## src/rtl/nom_pkg.sv

```systemverilog
// Shared definitions for the neuron output module: sweep states, NR field layout
// and the helper that splices a new accumulator value into an NR word.
package nom_pkg;

    typedef enum logic [2:0] {
        IDLE,
        RD,
        EV,
        EMIT,
        WR,
        DONE
    } nom_state_e;

    // Field placement shared with the input accumulator so both agree on the layout.
    localparam int NOM_ACC_LSB   = 40;
    localparam int NOM_ACC_WIDTH = 16;
    localparam int NOM_WORD_MAX  = 64;

    // Words and values are zero-extended to NOM_WORD_MAX so one function serves any NR_WIDTH.
    function automatic logic [NOM_WORD_MAX-1:0] nom_replace_acc(
        input logic [NOM_WORD_MAX-1:0] word,
        input logic [NOM_WORD_MAX-1:0] acc,
        input int                      lsb,
        input int                      width
    );
        logic [NOM_WORD_MAX-1:0] mask;
        mask = ((64'd1 << width) - 64'd1) << lsb;
        return (word & ~mask) | ((acc << lsb) & mask);
    endfunction

endpackage

```

## src/rtl/nom_spike_eval.sv

```systemverilog
// Combinational fire decision and write-back word generation for one NR entry.
// With NOM_LEAK_EN defined, non-firing accumulators are reduced by leak, saturating at 0.
module nom_spike_eval
    import nom_pkg::*;
#(
    parameter int NR_WIDTH  = 56,
    parameter int ACC_LSB   = NOM_ACC_LSB,
    parameter int ACC_WIDTH = NOM_ACC_WIDTH
) (
    input  logic [NR_WIDTH-1:0]  word_i,
    input  logic [ACC_WIDTH-1:0] threshold_i,
    input  logic [ACC_WIDTH-1:0] leak_i,
    output logic                 fire_o,
    output logic [NR_WIDTH-1:0]  newWord_o
);

    logic [ACC_WIDTH-1:0]    acc;
    logic [ACC_WIDTH-1:0]    newAcc;
    logic [NOM_WORD_MAX-1:0] merged;

    assign acc    = word_i[ACC_LSB +: ACC_WIDTH];
    assign fire_o = (acc >= threshold_i);

`ifdef NOM_LEAK_EN
    assign newAcc = fire_o ? '0 : ((acc > leak_i) ? (acc - leak_i) : '0);
`else
    logic unused_leak;
    assign unused_leak = ^leak_i;
    // Only firing neurons reach write-back, so the field is always cleared.
    assign newAcc = '0;
`endif

    assign merged    = nom_replace_acc(NOM_WORD_MAX'(word_i), NOM_WORD_MAX'(newAcc), ACC_LSB, ACC_WIDTH);
    assign newWord_o = merged[NR_WIDTH-1:0];

    generate
        if (NR_WIDTH < NOM_WORD_MAX) begin : g_hi
            logic unused_hi;
            assign unused_hi = ^merged[NOM_WORD_MAX-1:NR_WIDTH];
        end
    endgenerate

endmodule

```

## src/rtl/neuron_output_module.sv

```systemverilog
// Sweeps the neuron register file, emits spikes for neurons at/above threshold and
// clears them; optional leak write-back of non-firing neurons is enabled by NOM_LEAK_EN.
module neuron_output_module
    import nom_pkg::*;
#(
    parameter int NR_WIDTH  = 56,
    parameter int NR_DEPTH  = 16,
    parameter int ACC_LSB   = NOM_ACC_LSB,
    parameter int ACC_WIDTH = NOM_ACC_WIDTH
) (
    input  logic                          clk,
    input  logic                          reset,
    input  logic                          start,
    input  logic [ACC_WIDTH-1:0]          threshold,
    input  logic [ACC_WIDTH-1:0]          leak,
    output logic                          busy,
    output logic                          done,
    output logic [$clog2(NR_DEPTH+1)-1:0] fire_count,
    input  logic [NR_WIDTH-1:0]           nr_read,
    output logic [NR_WIDTH-1:0]           nr_write,
    output logic                          nr_we,
    output logic [$clog2(NR_DEPTH)-1:0]   nr_addr,
    output logic                          spike_valid,
    input  logic                          spike_ready,
    output logic [$clog2(NR_DEPTH)-1:0]   spike_id
);

    localparam int IW = $clog2(NR_DEPTH);
    localparam int CW = $clog2(NR_DEPTH + 1);
    localparam logic [IW-1:0] LAST_IDX = IW'(NR_DEPTH - 1);

    nom_state_e           state_q, state_d;
    logic [IW-1:0]        idx_q, idx_d;
    logic [CW-1:0]        cnt_q, cnt_d;
    logic [NR_WIDTH-1:0]  word_q, word_d;
    logic [ACC_WIDTH-1:0] thresh_q, thresh_d;
    logic [ACC_WIDTH-1:0] leak_q, leak_d;

    logic [NR_WIDTH-1:0]  evalWord;
    logic [NR_WIDTH-1:0]  newWord;
    logic                 fire;
    logic                 advance;

    // EV decides on the live read data; WR rebuilds from the captured word.
    assign evalWord = (state_q == EV) ? nr_read : word_q;

    nom_spike_eval #(
        .NR_WIDTH (NR_WIDTH),
        .ACC_LSB  (ACC_LSB),
        .ACC_WIDTH(ACC_WIDTH)
    ) u_eval (
        .word_i     (evalWord),
        .threshold_i(thresh_q),
        .leak_i     (leak_q),
        .fire_o     (fire),
        .newWord_o  (newWord)
    );

    always_ff @(posedge clk or posedge reset) begin
        if (reset) begin
            state_q  <= IDLE;
            idx_q    <= '0;
            cnt_q    <= '0;
            word_q   <= '0;
            thresh_q <= '0;
            leak_q   <= '0;
        end else begin
            state_q  <= state_d;
            idx_q    <= idx_d;
            cnt_q    <= cnt_d;
            word_q   <= word_d;
            thresh_q <= thresh_d;
            leak_q   <= leak_d;
        end
    end

    always_comb begin
        state_d     = state_q;
        idx_d       = idx_q;
        cnt_d       = cnt_q;
        word_d      = word_q;
        thresh_d    = thresh_q;
        leak_d      = leak_q;
        advance     = 1'b0;
        busy        = 1'b0;
        done        = 1'b0;
        nr_we       = 1'b0;
        nr_addr     = '0;
        nr_write    = '0;
        spike_valid = 1'b0;
        spike_id    = '0;

        case (state_q)
            IDLE: begin
                if (start) begin
                    thresh_d = threshold;
                    leak_d   = leak;
                    cnt_d    = '0;
                    idx_d    = '0;
                    state_d  = RD;
                end
            end
            RD: begin
                busy    = 1'b1;
                nr_addr = idx_q;
                state_d = EV;
            end
            EV: begin
                busy   = 1'b1;
                word_d = nr_read;
                if (fire) begin
                    state_d = EMIT;
                end else begin
`ifdef NOM_LEAK_EN
                    state_d = WR;
`else
                    advance = 1'b1;
`endif
                end
            end
            EMIT: begin
                busy        = 1'b1;
                spike_valid = 1'b1;
                spike_id    = idx_q;
                if (spike_ready) begin
                    cnt_d   = cnt_q + CW'(1);
                    state_d = WR;
                end
            end
            WR: begin
                busy     = 1'b1;
                nr_we    = 1'b1;
                nr_addr  = idx_q;
                nr_write = newWord;
                advance  = 1'b1;
            end
            DONE: begin
                done    = 1'b1;
                state_d = IDLE;
            end
            default: state_d = IDLE;
        endcase

        if (advance) begin
            if (idx_q == LAST_IDX) begin
                state_d = DONE;
            end else begin
                idx_d   = idx_q + IW'(1);
                state_d = RD;
            end
        end
    end

    assign fire_count = cnt_q;

endmodule

```

## config.mk

```make
export PLATFORM = sky130hd
export DESIGN_NAME = neuron_output_module
export DESIGN_NICKNAME = d
export VERILOG_FILES = /design/src/rtl/nom_pkg.sv /design/src/rtl/nom_spike_eval.sv /design/src/rtl/neuron_output_module.sv
export SDC_FILE = /design/constraint.sdc
export NUM_CORES = 1
export LEC_CHECK = 0
export ABC_AREA = 1
export BUFFER_PORTS_ARGS = -buffer_cell sky130_fd_sc_hd__buf_2
export CAP_MARGIN = 10
export CORE_MARGIN = 5
export CORE_UTILIZATION = 53
export DETAILED_ROUTE_END_ITERATION = 7
export HOLD_SLACK_MARGIN = 0.15
export PLACE_DENSITY = 0.86
export SETUP_SLACK_MARGIN = 0.5
export SLEW_MARGIN = 25
export SYNTH_ARGS = -nofsm -noshare
export SYNTH_HDL_FRONTEND = slang
export SYNTH_SLANG_ARGS = --single-unit
```

## constraint.sdc

```tcl
create_clock -name clk -period 6.9 [get_ports clk]
set_clock_uncertainty 0.15 [all_clocks]
set_input_delay 0.345 -clock clk [delete_from_list [all_inputs] [get_ports clk]]
set_output_delay 0.345 -clock clk [all_outputs]
set_load 0.1 [all_outputs]
```

# == Word-level counts from Yosys, hierarchy flattened ==
# Index checks and enable logic that the tools add are counted.
# word_totals
inputBits,92
output_inout_bits,73
ff_bits,84
elab_cells,50
# classes
add_sub_neg,2
reduce_logical,7
order_cmp,1
n_mux,23
eq_ne,12
# op_table
operator,n
$mux W56,1
$mux W40,1
$mux W4,6
$ge A16 B16 Y1,1
$mux W3,5
$pmux W3 S5,1
$mux W5,2
$pmux W5 S2,1
$ne A3 B3 Y1 const B,3
$eq A3 B2 Y1 const B,2
$eq A3 B3 Y1 const B,2
$ne A2 B2 Y1 const B,3
$add A5 B1 Y5 const B,1
$mux W1,5
$add A4 B1 Y4 const B,1
$eq A4 B4 Y1 const B,1
$reduce_and A4 Y1,1
$reduce_or A4 Y1,1
$eq A3 B1 Y1 const B,1
$logic_not A3 Y1,1
$reduce_and A3 Y1,1
$pmux W1 S2,1
$reduce_and A2 Y1,1
$reduce_bool A2 Y1,1
$reduce_or A2 Y1,1

# == Depth between registers and ports, before layout ==
# Gate-level depths: netlist of the first run.
# logic_depth
word_depth,7
mapped_depth,19
depth_no_buf,18

# == By module ==
# A second synthesis of the first run with hierarchy kept.
# unflattened
hier_cells,739
area_unflattened_um2,5445.2
# modules_own_cells
mod,seq_area_each_um2,n_inst,cells_per_inst,area_per_inst_um2
neuron_output_module,2502.4,1,613,4603.2
nom_spike_eval,0.0,1,126,842.1

# == Worst setup path after synthesis of the first run ==
# Ideal clock, no wire load.
# synth_timing
path_type,flip-flop to output port
start,register state_q[2]
end,output nr_write[38]
path_stages_with_launch,6
n_path_buf,1
path_slack_ns,3.122
arrival_ns,3.283
required_ns,6.405
path_cell_list,dfrtp_1 -> nor3_4 -> buf_2 -> or2_2 -> inv_1 -> a211oi_1
# synth_between
elab_chain_len,3
word_cells_on_any_way,4
classes_between,eq/ne (2); mux (2)
# synth_rtl
element,line,rtl
start: declaration,neuron_output_module.sv:32,"nom_state_e state_q, state_d;"
start signal: assignment,neuron_output_module.sv:68,state_q <= state_d;
$eq A3 B2 Y1,neuron_output_module.sv:45,assign evalWord = (state_q == EV) ? nr_read : word_q;
$mux W56,-,
$mux W40 *,neuron_output_module.sv:93,case (state_q)
end: declaration,neuron_output_module.sv:20,"output logic [NR_WIDTH-1:0] nr_write,"
# Mark *: on every way between the ends. The rest lies on a longest branch, timed or not.

# == Worst setup path in the final report of the first run ==
# layout_timing
start,register state_q[1]
end,register state_q[2]
# layout_between
elab_chain_len,7
word_cells_on_any_way,16
classes_between,order compare (1); eq/ne (8); mux (5); reduce/logical (2)
# layout_rtl
element,line,rtl
$eq A3 B2 Y1 *,neuron_output_module.sv:45,
$mux W56 *,-,
named net evalWord[53],neuron_output_module.sv:39,logic [NR_WIDTH-1:0] evalWord;
$ge A16 B16 Y1 *,nom_spike_eval.sv:22,assign fire_o = (acc >= threshold_i);
$mux W1,neuron_output_module.sv:111,if (fire) begin
$pmux W1 S2,neuron_output_module.sv:93,
$ne A3 B3 Y1 (no line) / $ne A2 B2 Y1 (equally long branches),-,
$reduce_and A4 Y1 (no line),-,
# Mark *: on every way through the listed nets, which the timed path passes. The rest lies on a longest branch.
# A chain may end at the register's enable or synchronous reset.

==> impl_metrics.env, run 1 <==
export IMPL_status="finished clean"
export IMPL_critical_path_endpoint_type="register"
export IMPL_min_period_ns=3.09
export IMPL_combPwrFrac=0.553
export IMPL_cp_common_cell="nand2_1"
export IMPL_p_leak_uw=0.00358
export IMPL_grt_pass1_wl_um=19600
export IMPL_clk_pin_slew_ns=0.08
export IMPL_avgViaCountPerCell=4.77
export IMPL_initial_utilization=0.549
export IMPL_fin_cells=872
export IMPL_holdCritPathClass="in2reg"
export IMPL_switchingPower_uw=1350
export IMPL_grtUsageTotal=0.245
export IMPL_drv_slew=0
export IMPL_path_buf_inv=3
export IMPL_synth_edf_count=0
export IMPL_fillers=558
export IMPL_critPathKind="reg2reg"
export IMPL_power_share_clock=0.141
export IMPL_grt_pass1_vias=4244
export IMPL_tns_ns=0
export IMPL_rsz0062_at_grt="false"
export IMPL_synth_cells=565
export IMPL_numCtsBuffers=9
export IMPL_drt_iter0_markers=185
export IMPL_regArea_um2=2100
export IMPL_max_stage_delay_ns=0.67
export IMPL_syn_area_per_cell_um2=7.58
export IMPL_drv_cap=0
export IMPL_grt_max_degree=85
export IMPL_fmax_mhz=324
export IMPL_wire_per_inst_um=14.0
export IMPL_ff2ff_path_depth=15
export IMPL_finalNetCount=876
export IMPL_drt_pre_antenna_iters=5
export IMPL_power_frac_seq=0.306
export IMPL_path_depth=15
export IMPL_required_ns=7.01
export IMPL_drc=0
export IMPL_worst_pin_slew_ns=0.916
export IMPL_ios=165
export IMPL_swShare=0.510
export IMPL_ys_seq_elements=84
export IMPL_hold_violations=0
export IMPL_ys_types=24
export IMPL_post_place_cells=783
export IMPL_crit_arrival_ns=3.20
export IMPL_slew_headroom=0.388
export IMPL_synthTopCellsByArea="dfrtp_1 (49%), nand2_1 (23%), inv_1 (6.9%), ha_1 (5.3%), o21ai_0 (3.2%)"
export IMPL_grt_overflow=0
export IMPL_rows=32
export IMPL_intPower_uw=1290
export IMPL_syn_area_um2=4290
export IMPL_vias=4161
export IMPL_insertion_delay_ns=0.34
export IMPL_post_route_util=0.755
export IMPL_ir_worst_vdd_mv=0.339
export IMPL_async_flop_share=1.00
export IMPL_yosys_area_top_type="dfrtp_1"
export IMPL_n_antenna_cell=0
export IMPL_finalSetupViolations=0
export IMPL_antenna_found_initial=0
export IMPL_die_area_um2=9980
export IMPL_synth_top_area_frac=0.491
export IMPL_start_kind="register"
export IMPL_path_max_fanout=55
export IMPL_io_buffers=132
export IMPL_cpMaxStageDelayCell="inv_2"
export IMPL_cts_tree="built"
export IMPL_multi_input_area_um2=1710
export IMPL_htree_levels=3
export IMPL_core_region_area_um2=7810
export IMPL_place_gp_congestion=0.834
export IMPL_synth_most_common_cell="nand2_1"
export IMPL_final_layout_size_suffix_gt1_frac=0.214
export IMPL_cts_resized=0
export IMPL_cts_root_buf="clkbuf_8"
export IMPL_path_cells="inv_2, nor3_4, inv_2, nand2_1, nand2_1, ha_1, nand2_1, inv_1, o21ai_0, nand3_1, nor2_1, nand2_1, nand2_2, nand2_1, a21oi_1"
export IMPL_die_h_um=99.9
export IMPL_clock_path_buffers=2
export IMPL_yosysWarnings=0
export IMPL_seq_area_frac_synth=0.491
export IMPL_cellPowerDensity_nw_per_um2=448
export IMPL_die_w_um=99.9
export IMPL_ant_nets=0
export IMPL_dp_hpwl_um=7320
export IMPL_synth_common_cells="nand2_1 (257), dfrtp_1 (84), inv_1 (79)"
export IMPL_synthFlopType="dfrtp_1"
export IMPL_syn_to_final_growth_pct=37.6
export IMPL_crit_family="simple AND/OR/NAND/NOR gates"
export IMPL_cts_sinks=84
export IMPL_wl_um=12200
export IMPL_min_period_over_period=0.448
export IMPL_hold_path_depth=3
-- metrics by stage --
step,cell area [µm²],total power (µW),setup WS (ns),hold WS (ns)
finish,5900,2640,3.81,0.224
global route,5900,2840,3.56,0.249
CTS,5880,2620,3.87,0.214
detailed placement,4950,2210,3.93,0.305
global placement,4950,2130,4.01,0.299
floorplan,4340,1940,3.12,0.288
-- cell type report --
type	instances	area share
flip-flops and latches	84	0.356
multi-input cells	377	0.291
repair buffers	209	0.242
inverters	85	0.0543
clock buffers	10	0.0216
well taps	102	0.0216
clock inverters	5	0.0132
-- power groups by stage --
| stage | Sequential (µW) | Clock, µW | Combinational (µW) |
|---|---|---|---|
| after floorplan | 827 | 0 | 1110 |
| after CTS | 805 | 377 | 1430 |
| final | 809 | 371 | 1460 |
| after global routing | 828 | 402 | 1610 |
| after global placement | 804 | 0 | 1330 |
| after detailed placement | 815 | 0 | 1400 |
-- cells by family (layout without fill, tap and decap cells) --
kind of cell	after synthesis	after routing	share of synthesized area
buffers and inverters	119	309	0.123
other	1	16	0.000875
xor gates and xnor gates	4	4	0.00817
DFF	84	84	0.491
and+or+nand+nor	300	300	0.279
AOI/OAI and AO/OA	39	39	0.0461
adders and majority gates	18	18	0.0526
-- path summary, 6_finish.rpt --
check                           slack (ns)          to  startpoint
worst max-delay path                  3.81  state_q[2]  state_q[1]
worst min-delay path                  0.22  state_q[2]       start
worst max register to register        3.81  state_q[2]  state_q[1]
worst min register to register        0.32   word_q[3]   word_q[3]
max in group asynchronous             5.45  word_q[43]       reset
min in group asynchronous             0.63  word_q[27]       reset
-- placed cells by master (no fill, tap or decap), types with 4 or more instances in the layout --
cell type / instances
dfrtp_1: 84
nand3_1: 8
nand2_1: 257
o21ai_0: 27
inv_1: 78
ha_1: 18
conb_1: 16
buf_2: 132
a21oi_1: 9
xor2_1: 4
clkbuf_8: 9
nor2_1: 19
inv_2: 6
dlygate4sd3_1: 74
-- state kept, by name, summed over array words and instances, names as in the netlist --
signal	cells
word_q	56
thresh_q	16
fire_count	5
idx_q	4
state_q	3
-- per-layer routing --
metal	GRT usage	wire [µm]	vias to the layer above
met3	0.0598	900	18
met2	0.441	6370	171
met5	0	0	-
met1	0.287	4740	1921
met4	0.0725	192	0
li1	-	-	2051
-- worst min-delay path, delay by kind of cell --
family / cells / cell delay (ns)
compound gates: 2 / 0.22
buf+inv: 1 / 0.10
-- repair_timing --
action / 4_1_cts / 5_1_grt
hold buffers: 73 / 1
endpoints found under the hold margin: 73 / 84
buffers inserted: 0 / 0
Note: power is estimated with default switching activity, not from simulation.
==> run 2, diff against run 1 <==
--- a/config.mk
+++ b/config.mk
@@ -9,10 +9,10 @@
 export BUFFER_PORTS_ARGS = -buffer_cell sky130_fd_sc_hd__buf_2
 export CAP_MARGIN = 10
 export CORE_MARGIN = 5
-export CORE_UTILIZATION = 53
+export CORE_UTILIZATION = 44
 export DETAILED_ROUTE_END_ITERATION = 7
 export HOLD_SLACK_MARGIN = 0.15
-export PLACE_DENSITY = 0.86
+export PLACE_DENSITY = 0.76
 export SETUP_SLACK_MARGIN = 0.5
 export SLEW_MARGIN = 25
 export SYNTH_ARGS = -nofsm -noshare
==> constraint.sdc (replaced) <==
create_clock -name clk -period 2.7 [get_ports clk]
set_clock_uncertainty 0.15 [all_clocks]
set_input_delay 0.135 -clock clk [delete_from_list [all_inputs] [get_ports clk]]
set_output_delay 0.135 -clock clk [all_outputs]
set_load 0.1 [all_outputs]
==> run 2 against run 1 <==
Non-clock buffer count up 72. Cell count up 12%. Core utilization up 4.5 points. Global-route usage down 0.56 points. Routed wire length up 37%. Sequential cell count unchanged. Final area up 31%. Critical path depth up 1. Total power rose to 3.4 times the previous value.
==> impl_metrics.env, run 2 (synthesis gave the netlist of run 1 again) <==
export IMPL_status="finished clean"
export IMPL_syn_to_final_growth_pct=80.1
export IMPL_r2r_start="state_q[1]"
export IMPL_required_ns=2.79
export IMPL_crit_family="buffers and inverters"
export IMPL_finalNetCount=948
export IMPL_crit_arrival_ns=2.61
export IMPL_regArea_um2=2100
export IMPL_grt_overflow=0
export IMPL_cts_sinks=84
export IMPL_grt_pass1_wl_um=22200
export IMPL_cts_tree="built"
export IMPL_min_period_over_period=0.932
export IMPL_slew_headroom=0.532
export IMPL_reg2reg_to="word_q[45]"
export IMPL_io_buffers=132
export IMPL_drt_iter0_markers=309
export IMPL_avgViaCountPerCell=4.95
export IMPL_path_max_fanout=21
export IMPL_numCtsBuffers=9
export IMPL_dp_hpwl_um=7980
export IMPL_fmax_mhz=397
export IMPL_grt_max_degree=36
export IMPL_place_gp_congestion=0.806
export IMPL_worst_pin_slew_ns=0.697
export IMPL_rrSetupSlack_ns=0.18
export IMPL_min_period_ns=2.52
export IMPL_clock_path_buffers=2
export IMPL_start_kind="register"
export IMPL_final_layout_size_suffix_gt1_frac=0.393
export IMPL_antenna_found_initial=1
export IMPL_drc=0
export IMPL_critical_path_endpoint_type="register"
export IMPL_max_stage_delay_ns=0.37
export IMPL_htree_levels=3
export IMPL_drt_pre_antenna_iters=8
export IMPL_die_w_um=109
export IMPL_die_area_um2=11800
export IMPL_clk_pin_slew_ns=0.10
export IMPL_die_h_um=109
export IMPL_final_common_cell="nand2_1"
export IMPL_grtUsageTotal=0.239
export IMPL_initial_utilization=0.445
export IMPL_drv_slew=0
export IMPL_rows=36
export IMPL_ir_worst_vdd_mv=0.799
export IMPL_wl_um=16800
export IMPL_whs_ns=0.248
export IMPL_largest_register="word_q"
export IMPL_cellPowerDensity_nw_per_um2=1170
export IMPL_cts_root_buf="clkbuf_8"
export IMPL_core_region_area_um2=9640
export IMPL_largest_register_ffs=56
export IMPL_path_cells="inv_2, nor3_4, buf_12, inv_12, nand2_4, nand2_4, buf_4, buf_4, buf_4, buf_4, buf_4, buf_4, buf_4, buf_4, buf_4, buf_4"
export IMPL_layout_common_cells="nand2_1 (218), buf_2 (83), dfrtp_1 (82), dlygate4sd3_1 (74), inv_1 (52)"
export IMPL_vias=4841
export IMPL_finalSetupViolations=0
export IMPL_hold_violations=0
export IMPL_cpMaxStageDelayCell="dfrtp_1"
export IMPL_ff2ff_path_depth=16
export IMPL_drv_cap=0
export IMPL_holdCritPathClass="in2async"
export IMPL_cp_common_cell="buf_4"
export IMPL_tns_ns=0
export IMPL_insertion_delay_ns=0.35
export IMPL_ant_nets=0
export IMPL_critPathKind="reg2reg"
export IMPL_ios=165
export IMPL_multi_input_area_um2=2050
export IMPL_rsz0062_at_grt="true"
export IMPL_fillers=556
export IMPL_path_buf_inv=13
export IMPL_p_leak_uw=0.00402
export IMPL_grt_pass1_vias=4753
export IMPL_wire_per_inst_um=17.2
-- run 2: cell types whose count changed in the layout (fill, tap and decap cells not counted), sizes merged --
cell | before | now
buf | 135 | 195
bufinv | 2 | 0
clkbuf | 10 | 24
clkinv | 3 | 2
clkinvlp | 1 | 12
diode | 0 | 1
inv | 84 | 75
-- run 2: stage by stage --
stage                     total power [µW]  setup slack (ns)  utilization  area, µm²  cells
after floorplan                       5050             0.147            -       4450    580
after global placement                5780             0.181        0.579       5580    821
after detailed placement              5940             0.101        0.579       5580    821
after CTS                             7690             0.281        0.733       7070    951
after global routing                  9580            0.0868        0.800       7720    977
final                                 9000             0.183        0.800       7720    977
-- run 2: metal layers --
layer | vias to the layer above | track usage | wire, µm
li1 | 2205 | - | -
met1 | 2318 | 0.267 | 5950
met2 | 239 | 0.438 | 8920
met3 | 79 | 0.0568 | 1050
met4 | 0 | 0.0902 | 840
met5 | - | 0 | 0
-- run 2: power by group --
group / total (µW) / internal, µW / switching, µW
clock: 821 / 358 / 463
sequential: 2110 / 1850 / 260
combinational: 6070 / 2450 / 3620
total: 9000 / 4660 / 4340
-- run 2: cell type report --
class                           instances  share of cell area
Clock inverter                          4             0.00324
Sequential cell                        84               0.273
Timing Repair Buffer                  281               0.369
Inverter                               85              0.0488
Antenna cell                            1            0.000324
Tap cell                              133              0.0216
Clock buffer                           12              0.0188
Multi-Input combinational cell        377               0.265
-- run 2: worst register-to-register path: stages, from the launching register on --
cell	delay (ns)
dfrtp_1	0.37
inv_2	0.06
nor3_4	0.24
buf_12	0.18
inv_12	0.08
nand2_4	0.07
nand2_4	0.06
buf_4	0.13
buf_4	0.12
buf_4	0.12
buf_4	0.12
buf_4	0.12
buf_4	0.13
buf_4	0.12
buf_4	0.12
buf_4	0.12
buf_4	0.12
-- run 2: how the worst max path moves through the flow --
stage | slack, ns | end | depth (start not counted) | from
2_1_floorplan | 0.15 | nr_write[38] | 6 | state_q[1]
3_3_place_gp | 0.18 | state_q[2] | 15 | state_q[1]
3_5_place_dp | 0.10 | state_q[2] | 17 | state_q[1]
4_1_cts | 0.28 | state_q[2] | 15 | state_q[0]
5_1_grt | 0.09 | nr_write[27] | 12 | state_q[1]
6_report | 0.18 | word_q[45] | 16 | state_q[1]
-- run 2: timing repair --
item                       CTS  global route
hold endpoints to repair   103             0
setup endpoints to repair   52            58
buffers inserted            35            22
pin swaps                   24            30
hold buffers                74             0
gates resized for setup     70           106
cloned                       5             3
==> run 3, diff against run 2 <==
==> constraint.sdc (replaced) <==
create_clock -name clk -period 2.7 [get_ports clk]
set_clock_uncertainty 0.15 [all_clocks]
set_input_delay 0.405 -clock clk [delete_from_list [all_inputs] [get_ports clk]]
set_output_delay 0.405 -clock clk [all_outputs]
set_load 0.1 [all_outputs]
==> run 3 against run 2 <==
Die area unchanged. Sequential share of layout area decreased by 2.0 points. Via count increased by 0.93%. Setup slack got worse by 0.091 ns. Hold slack got worse by 0.095 ns. Combinational power is 18% higher. Register-to-register slack got worse by 0.09 ns.
==> impl_metrics.env, run 3 (synthesis gave the netlist of run 1 again) <==
export IMPL_global_route_usage_met2=0.475
export IMPL_worst_pin_slew_ns=0.715
export IMPL_ios=165
export IMPL_cts_tree="built"
export IMPL_slew_headroom=0.520
export IMPL_crit_arrival_ns=2.72
export IMPL_drt_pre_antenna_iters=5
export IMPL_multi_input_area_um2=2430
export IMPL_critPathKind="reg2reg"
export IMPL_finalNetCount=938
export IMPL_grtUsageTotal=0.261
export IMPL_ir_worst_vdd_mv=0.667
export IMPL_fillers=437
export IMPL_holdCritPathClass="in2reg"
export IMPL_hold_end="thresh_q[10]"
export IMPL_io_buffers=132
export IMPL_die_w_um=109
export IMPL_die_area_um2=11800
export IMPL_htree_levels=3
export IMPL_cts_root_buf="clkbuf_8"
export IMPL_initial_utilization=0.445
export IMPL_fmax_mhz=384
export IMPL_busiest_layer="met2"
export IMPL_cellPowerDensity_nw_per_um2=1230
export IMPL_syn_to_final_growth_pct=94.5
export IMPL_drv_cap=0
export IMPL_largest_register="word_q"
export IMPL_hold_violations=0
export IMPL_core_region_area_um2=9640
export IMPL_path_max_fanout=13
export IMPL_post_route_util=0.864
export IMPL_rsz0062_at_grt="true"
export IMPL_grt_use_met1=0.300
export IMPL_layout_common_cells="nand2_2 (127), nand2_1 (115), dfrtp_1 (82), buf_2 (81), buf_12 (62)"
export IMPL_grt_overflow=0
export IMPL_min_period_over_period=0.966
export IMPL_numCtsBuffers=9
export IMPL_largest_register_ffs=56
export IMPL_grt_pass1_wl_um=24000
export IMPL_rrSetupSlack_ns=0.09
export IMPL_drc=0
export IMPL_final_layout_size_suffix_gt1_frac=0.564
export IMPL_hold_path_depth=3
export IMPL_min_period_ns=2.61
export IMPL_whs_ns=0.154
export IMPL_grt_max_degree=85
export IMPL_p_leak_uw=0.00388
export IMPL_clock_path_buffers=2
export IMPL_cts_sinks=84
export IMPL_use_met3=0.0456
export IMPL_ant_nets=0
export IMPL_reg2reg_to="word_q[8]"
export IMPL_finalSetupViolations=0
export IMPL_regArea_um2=2100
export IMPL_start_kind="register"
export IMPL_die_h_um=109
export IMPL_ff2ff_path_depth=15
export IMPL_rows=36
export IMPL_wl_um=18500
export IMPL_insertion_delay_ns=0.35
export IMPL_place_gp_congestion=0.748
export IMPL_hp_start="threshold[10]"
export IMPL_critical_path_endpoint_type="register"
export IMPL_drt_iter0_markers=292
export IMPL_vias=4886
export IMPL_grt_pass1_vias=4949
export IMPL_avgViaCountPerCell=5.06
export IMPL_wire_per_inst_um=19.1
export IMPL_status="finished clean"
export IMPL_clk_pin_slew_ns=0.11
export IMPL_final_common_cell="nand2_2"
export IMPL_n_antenna_cell=0
export IMPL_dp_hpwl_um=7810
export IMPL_antenna_found_initial=0
export IMPL_required_ns=2.82
export IMPL_r2r_start="state_q[0]"
export IMPL_drv_slew=0
run 3: worst max-delay path by stage:
| stage | cells after the start | end | start |
|---|---|---|---|
| after floorplan | 3 | spike_id[0] | state_q[2] |
| after global placement | 17 | idx_q[0] | state_q[2] |
| after detailed placement | 16 | state_q[2] | state_q[2] |
| after CTS | 9 | nr_write[34] | state_q[0] |
| after global routing | 16 | state_q[2] | state_q[0] |
| final | 15 | word_q[8] | state_q[0] |
run 3: worst max-delay path: stages (launching register included):
cell and delay [ns]:
dfrtp_1 0.44, nor3_4 0.28, buf_6 0.16, inv_8 0.05, buf_8 0.15, nand2_2 0.08
nand2_2 0.07, buf_4 0.14, buf_4 0.13, buf_4 0.13, buf_4 0.13, buf_4 0.12
buf_4 0.12, buf_4 0.12, buf_4 0.12, buf_4 0.12
run 3: final cells by class:
class,count,share of cell area
repair buffers,271,0.353
multi-input cells,377,0.292
flip-flops and latches,84,0.253
inverters,85,0.0584
well taps,133,0.0200
clock buffers,9,0.0149
clock inverters,7,0.00916
run 3: what timing repair did:
item	CTS	global route
setup endpoints to repair	57	60
hold endpoints to repair	134	0
resized for setup	158	87
cloned	5	6
hold buffers	51	0
setup buffers	48	21
pin swaps	51	45
run 3: stage by stage:
step | setup WS [ns] | power (µW) | cell area [µm²] | TNS, ns | std cells
final | 0.0925 | 10300 | 8330 | 0 | 966
after global routing | -0.0623 | 10800 | 8330 | -0.152 | 966
after CTS | 0.179 | 8970 | 7740 | 0 | 939
after detailed placement | 0.111 | 6220 | 5960 | 0 | 819
after global placement | 0.171 | 6040 | 5960 | 0 | 819
after floorplan | 0.0508 | 5150 | 4600 | 0 | 580
run 3: routing by layer:
| metal | vias to the layer above | part of all wire |
|---|---|---|
| met3 | 79 | 0.074 |
| met5 | - | 0 |
| met1 | 2358 | 0.35 |
| li1 | 2177 | - |
| met4 | 0 | 0.049 |
| met2 | 272 | 0.52 |
run 3: where the power goes:
part | switching [µW] | internal, µW
Clock | 501 | 431
Combinational | 4170 | 3020
Sequential | 311 | 1860
